## config.mk

```make
export PLATFORM = sky130hd
export DESIGN_NAME = pipelined_adder_nbit
export DESIGN_NICKNAME = d
export VERILOG_FILES = /design/src/rtl/pipelined_adder_nbit.sv
export SDC_FILE = /design/constraint.sdc
export NUM_CORES = 1
export LEC_CHECK = 0
export ABC_AREA = 1
export BUFFER_PORTS_ARGS = -buffer_cell sky130_fd_sc_hd__buf_2
export CORE_ASPECT_RATIO = 1.4
export CORE_UTILIZATION = 40
export DETAILED_ROUTE_END_ITERATION = 10
export GPL_ROUTABILITY_DRIVEN = 0
export SYNTH_ARGS = -nofsm -noshare
export SYNTH_HDL_FRONTEND = slang
export SYNTH_SLANG_ARGS = --single-unit
```

## constraint.sdc

```tcl
create_clock -name Clk -period 2.42 [get_ports Clk]
set_input_delay 0 -clock Clk [delete_from_list [all_inputs] [get_ports Clk]]
set_output_delay 0 -clock Clk [all_outputs]
set_load 0.02 [all_outputs]
```

## src/rtl/pipelined_adder_nbit.sv

```systemverilog
// Pipelined WIDTH-bit add/subtract unit: carry chain split into STAGES registered segments, valid/ready both sides.
// Define PIPE_ADD_SAT_EN to add the Sat input (signed saturation on overflow).
module pipelined_adder_nbit #(
  parameter int WIDTH  = 32,
  parameter int STAGES = 4
) (
  input  logic             Clk,
  input  logic             Rst,
  input  logic [WIDTH-1:0] A,
  input  logic [WIDTH-1:0] B,
  input  logic             Cin,
  input  logic             Sub,
`ifdef PIPE_ADD_SAT_EN
  input  logic             Sat,
`endif
  input  logic             In_Valid,
  output logic             In_Ready,
  output logic [WIDTH-1:0] S,
  output logic             Cout,
  output logic             Ovf,
  output logic             Out_Valid,
  input  logic             Out_Ready,
  output logic             Busy
);

  localparam int SEG = WIDTH / STAGES;

  logic [STAGES-1:0] v_q, v_d, c_q, c_d;
  logic [STAGES-1:0] ld_s, in_v_s, in_c_s, nxt_c_s;
  logic [WIDTH-1:0]  a_q [STAGES];
  logic [WIDTH-1:0]  a_d [STAGES];
  logic [WIDTH-1:0]  bx_q [STAGES];
  logic [WIDTH-1:0]  bx_d [STAGES];
  logic [WIDTH-1:0]  sum_q [STAGES];
  logic [WIDTH-1:0]  sum_d [STAGES];
  logic [WIDTH-1:0]  in_a_s [STAGES];
  logic [WIDTH-1:0]  in_bx_s [STAGES];
  logic [WIDTH-1:0]  in_sum_s [STAGES];
  logic [WIDTH-1:0]  nxt_sum_s [STAGES];
  logic [WIDTH-1:0]  fin_sum_s;
  logic [SEG:0]      seg_s;
  logic              rdy_s, in_ready_s, ovf_new_s, ovf_q, ovf_d, msb_s;
`ifdef PIPE_ADD_SAT_EN
  logic [STAGES-1:0] sat_q, sat_d, in_sat_s;
`endif

  // Ready chain, stage inputs, per-segment carry arithmetic and next-state selection.
  always_comb begin
    rdy_s = Out_Ready;
    ld_s  = '0;
    // A stage may load when it is empty or the stage downstream will move.
    for (int j = STAGES - 1; j >= 0; j--) begin
      rdy_s   = ~v_q[j] | rdy_s;
      ld_s[j] = rdy_s;
    end
    in_ready_s = ld_s[0] & ~Rst;

    in_v_s      = '0;
    in_c_s      = '0;
    in_v_s[0]   = In_Valid & in_ready_s;
    in_c_s[0]   = Sub ? 1'b1 : Cin;
    in_a_s[0]   = A;
    in_bx_s[0]  = Sub ? ~B : B;
    in_sum_s[0] = '0;
`ifdef PIPE_ADD_SAT_EN
    in_sat_s    = '0;
    in_sat_s[0] = Sat;
`endif
    for (int j = 1; j < STAGES; j++) begin
      in_v_s[j]   = v_q[j-1];
      in_c_s[j]   = c_q[j-1];
      in_a_s[j]   = a_q[j-1];
      in_bx_s[j]  = bx_q[j-1];
      in_sum_s[j] = sum_q[j-1];
`ifdef PIPE_ADD_SAT_EN
      in_sat_s[j] = sat_q[j-1];
`endif
    end

    seg_s   = '0;
    nxt_c_s = '0;
    for (int j = 0; j < STAGES; j++) begin
      seg_s = {1'b0, in_a_s[j][j*SEG +: SEG]} + {1'b0, in_bx_s[j][j*SEG +: SEG]}
            + {{SEG{1'b0}}, in_c_s[j]};
      nxt_c_s[j]                   = seg_s[SEG];
      nxt_sum_s[j]                 = in_sum_s[j];
      nxt_sum_s[j][j*SEG +: SEG]   = seg_s[SEG-1:0];
    end

    // Overflow: operands agree in sign but the result does not.
    msb_s     = in_a_s[STAGES-1][WIDTH-1];
    ovf_new_s = (msb_s ~^ in_bx_s[STAGES-1][WIDTH-1]) & (nxt_sum_s[STAGES-1][WIDTH-1] ^ msb_s);
`ifdef PIPE_ADD_SAT_EN
    if (in_sat_s[STAGES-1] & ovf_new_s) begin
      fin_sum_s = {msb_s, {(WIDTH-1){~msb_s}}};
    end else begin
      fin_sum_s = nxt_sum_s[STAGES-1];
    end
`else
    fin_sum_s = nxt_sum_s[STAGES-1];
`endif

    v_d = v_q;
    c_d = c_q;
`ifdef PIPE_ADD_SAT_EN
    sat_d = sat_q;
`endif
    for (int j = 0; j < STAGES; j++) begin
      if (ld_s[j]) begin
        v_d[j]   = in_v_s[j];
        c_d[j]   = nxt_c_s[j];
        a_d[j]   = in_a_s[j];
        bx_d[j]  = in_bx_s[j];
        sum_d[j] = nxt_sum_s[j];
`ifdef PIPE_ADD_SAT_EN
        sat_d[j] = in_sat_s[j];
`endif
      end else begin
        a_d[j]   = a_q[j];
        bx_d[j]  = bx_q[j];
        sum_d[j] = sum_q[j];
      end
    end
    if (ld_s[STAGES-1]) begin
      sum_d[STAGES-1] = fin_sum_s;
      ovf_d           = ovf_new_s;
    end else begin
      ovf_d           = ovf_q;
    end
  end

  // Valid bits and output-visible state, cleared by reset.
  always_ff @(posedge Clk) begin
    if (Rst) begin
      v_q   <= '0;
      c_q   <= '0;
      ovf_q <= 1'b0;
      for (int j = 0; j < STAGES; j++) begin
        sum_q[j] <= '0;
      end
    end else begin
      v_q   <= v_d;
      c_q   <= c_d;
      ovf_q <= ovf_d;
      sum_q <= sum_d;
    end
  end

  // Pending operand bits travel without reset; valid bits qualify them.
  always_ff @(posedge Clk) begin
    a_q   <= a_d;
    bx_q  <= bx_d;
`ifdef PIPE_ADD_SAT_EN
    sat_q <= sat_d;
`endif
  end

  assign In_Ready  = in_ready_s;
  assign S         = sum_q[STAGES-1];
  assign Cout      = c_q[STAGES-1];
  assign Ovf       = ovf_q;
  assign Out_Valid = v_q[STAGES-1];
  assign Busy      = |v_q;

endmodule

```

==> impl_metrics.ini <==
[critical_path]
critPathLaunchType = flip-flop
r2r_start = a_q[104]
crit_buf_inv = 1
ff2ff_path_depth = 8
critPathSlowestCell = fa_1
crit_type = flip-flop to flip-flop
path_cells = fa_1 > fa_1 > nand4_1 > nand3_1 > nand2_1 > nand3_1 > nand2_1 > inv_1
ff2ff_setup_slack_ns = 0.47
end_kind = flip-flop
arrival_ns = 2.28
slowest_delay_ns = 0.45
cp_top_family = adder cells
crit_path_max_fanout = 3
r2r_end = in_sum_s[46]
critPathRequiredTime_ns = 2.74

[run_status]
status = complete, no violations

[clock_network]
hold_buffers = 49
clk_latency_ns = 0.43
cts_root_buffer = clkbuf_16
cts_tree = yes
cts_buffers = 17
post_cts_buffers = 0
h-tree-depth = 4
cts_sinks = 185
cts_buffer_depth = 2
clk_pin_slew_ns = 0.07
cts_resized = 0

[synthesis]
synth_cell_types = 33
synth_cells = 743
syn_area_sq_um = 7670
synth_seq_cells = 185
ys.flop_type = edfxtp_1
avgSynthCellArea_sq_um = 10.3
ys.warnings.count = 0
async_reset_ff_frac = 0
synth_edf_count = 96
synth-seq-area-share = 0.608
syn_nets = 849

[placement]
placed_cells = 1076
pre_cts_ws_ns = 0.311
port_buffers = 106
dp_hpwl_um = 10200

[power_and_ir_drop]
p_per_area_nw_per_um2 = 769
p_int_uw = 5390
p_switching_uw = 1930
pwr-share-seq = 0.508
power.leakage_uw = 0.00440
power.total_uw = 7320
swShare = 0.264
ir_worst_vdd_uv = 377
comb_power_share = 0.142
pwr-share-clk = 0.350

[job]
max-cap-violations = 0

[layout]
drive_gt1_frac = 0.169
syn2layout_area_growth_pct = 23.9
final_nets = 1006
fin_cells = 1157
antennaDiodeCount = 0

[floorplan]
core-area_sq_um = 18700
start_util = 0.411
dieArea_sq_um = 19700
num_rows = 59
dieWidth_um = 119
die_h_um = 166
pin_count = 107

[drt]
routed_wl_um = 14800
ant_nets = 0
firstDrtPassIters = 4
drc = 0
vias = 5367
drt-initial-drc-count = 236
wire_per_inst_um = 12.8
vias_per_cell = 4.64

[sta]
tns_ns = 0
setup_viol = 0
hold_viol_final = 0
final.min_clock_period_ns = 1.95
relSlewSlack = 0.644
skew_ns = 0.0120
slew_viol_final = 0
timing.fmax_ghz = 0.512
rsz0062_at_grt = false
post-route-period-util = 0.807
postLayoutSetupSlackWorst_ns = 0.467
whs_ns = 0.0184
worst_pin_slew_ns = 0.533

[min_path]
holdPathStages = 4
hp-start = A[7]
whs_endpoint = c_q[0]
hp-class = primary input to flip-flop

[grt]
grt_max_degree = 60
grt_util_met1 = 0.197
grt_pass1_vias = 5253
antenna_found_initial = 0
grt_pass1_wl_um = 24700
grt_use_met3 = 0.0364
grt.overflow.total = 0
grt_util_all_layers = 0.160
gr-usage-met2 = 0.267
globalRoute.busiestLayer = met2
## worst reg2reg max path, cell delays in order, from the launching register on
cell      delay [ns]
edfxtp_1        0.40
fa_1            0.45
fa_1            0.44
nand4_1         0.14
nand3_1         0.11
nand2_1         0.08
nand3_1         0.11
nand2_1         0.10
inv_1           0.04
## registers in the layout, indices dropped and copies added, names as in the netlist
register / cells
Ovf: 1
c_q: 4
fin_sum_s: 24
bx_q: 48
a_q: 48
S: 32
v_q: 4
in_sum_s: 24
## routing by layer
metal,part of all wire,vias to the layer above
met5,0,-
met4,0.014,0
met3,0.041,13
met2,0.49,110
met1,0.46,2441
li1,-,2803
## cell families (layout without fill, tap and decap cells)
| kind of cell | Yosys count | in the layout | share of synthesized area |
|---|---|---|---|
| AND/OR/NAND/NOR | 234 | 234 | 0.130 |
| flip-flops | 185 | 185 | 0.608 |
| AO/OA/AOI/OAI | 141 | 141 | 0.0951 |
| buffers and inverters | 108 | 278 | 0.0556 |
| XOR/XNOR | 39 | 39 | 0.0445 |
| adder cells (fa/ha/maj) | 36 | 36 | 0.0665 |
## power groups by stage
stage	sequential (uW)	clock, uW	combinational (uW)
3_3_place_gp	3780	0	963
4_1_cts	3720	2640	1050
2_1_floorplan	3820	0	631
5_1_grt	3750	2770	1180
6_report	3720	2560	1040
3_5_place_dp	3790	0	980
## synthesized netlist by cell type (2+ instances only)
| cell | count | area share |
|---|---|---|
| a211oi_1 | 2 | 0.0020 |
| a21o_1 | 2 | 0.0020 |
| a21oi_1 | 72 | 0.047 |
| buf_2 | 6 | 0.0039 |
| clkbuf_1 | 18 | 0.0088 |
| dfxtp_1 | 89 | 0.23 |
| edfxtp_1 | 96 | 0.38 |
| fa_1 | 8 | 0.021 |
| ha_1 | 28 | 0.046 |
| inv_1 | 76 | 0.037 |
| inv_2 | 3 | 0.0015 |
| nand2_1 | 100 | 0.049 |
| nand2b_1 | 4 | 0.0033 |
| nand3_1 | 43 | 0.028 |
| nand3b_1 | 2 | 0.0020 |
| nand4_1 | 9 | 0.0073 |
| nor2_1 | 71 | 0.035 |
| nor2_4 | 2 | 0.0029 |
| o211ai_1 | 2 | 0.0020 |
| o21ai_0 | 52 | 0.034 |
| o21ai_1 | 7 | 0.0046 |
| o21bai_1 | 3 | 0.0029 |
| xnor2_1 | 4 | 0.0046 |
| xor2_1 | 35 | 0.040 |
## per-stage QoR
| step | cell area, sq um | util |
|---|---|---|
| floorplan | 7670 | - |
| global placement | 8470 | 0.454 |
| detailed placement | 8470 | 0.454 |
| CTS | 9510 | 0.509 |
| global route | 9510 | 0.509 |
| finish | 9510 | 0.509 |
## cell type report
type / instances / area [sq um]
Clock buffer: 18 / 429
Multi-Input combinational cell: 450 / 2580
Clock inverter: 14 / 115
Inverter: 81 / 305
Sequential cell: 185 / 4660
Tap cell: 244 / 305
Fill cell: 1677 / 9170
Timing Repair Buffer: 165 / 1110
## worst max path at each step
| stage | end | slack [ns] | startpoint | cells past startpoint |
|---|---|---|---|---|
| after global placement | in_sum_s[71] | 0.36 | Sub | 13 |
| after floorplan | in_sum_s[70] | 0.57 | Sub | 12 |
| final | in_sum_s[46] | 0.47 | a_q[104] | 8 |
| after CTS | in_sum_s[46] | 0.48 | a_q[104] | 8 |
| after global routing | in_sum_s[46] | 0.36 | a_q[104] | 8 |
| after detailed placement | in_sum_s[71] | 0.31 | Sub | 13 |
## layout by cell type, fill, tap and decap left out, drive strengths merged
cell type    count
dlygate4sd3     49
clkinv           7
clkbuf          18
nand4            9
a21oi           72
nand3b           2
xnor2            4
nor2            73
dfxtp           89
a31oi            1
o211ai           2
o21ai           59
nand3           43
nand2          102
or2              1
clkinvlp         2
inv             86
a21o             2
o21bai           3
fa               8
xor2            35
edfxtp          96
buf            116
nand2b           4
a211oi           2
ha              28
No activity file was read; power rests on OpenSTA's default activity.
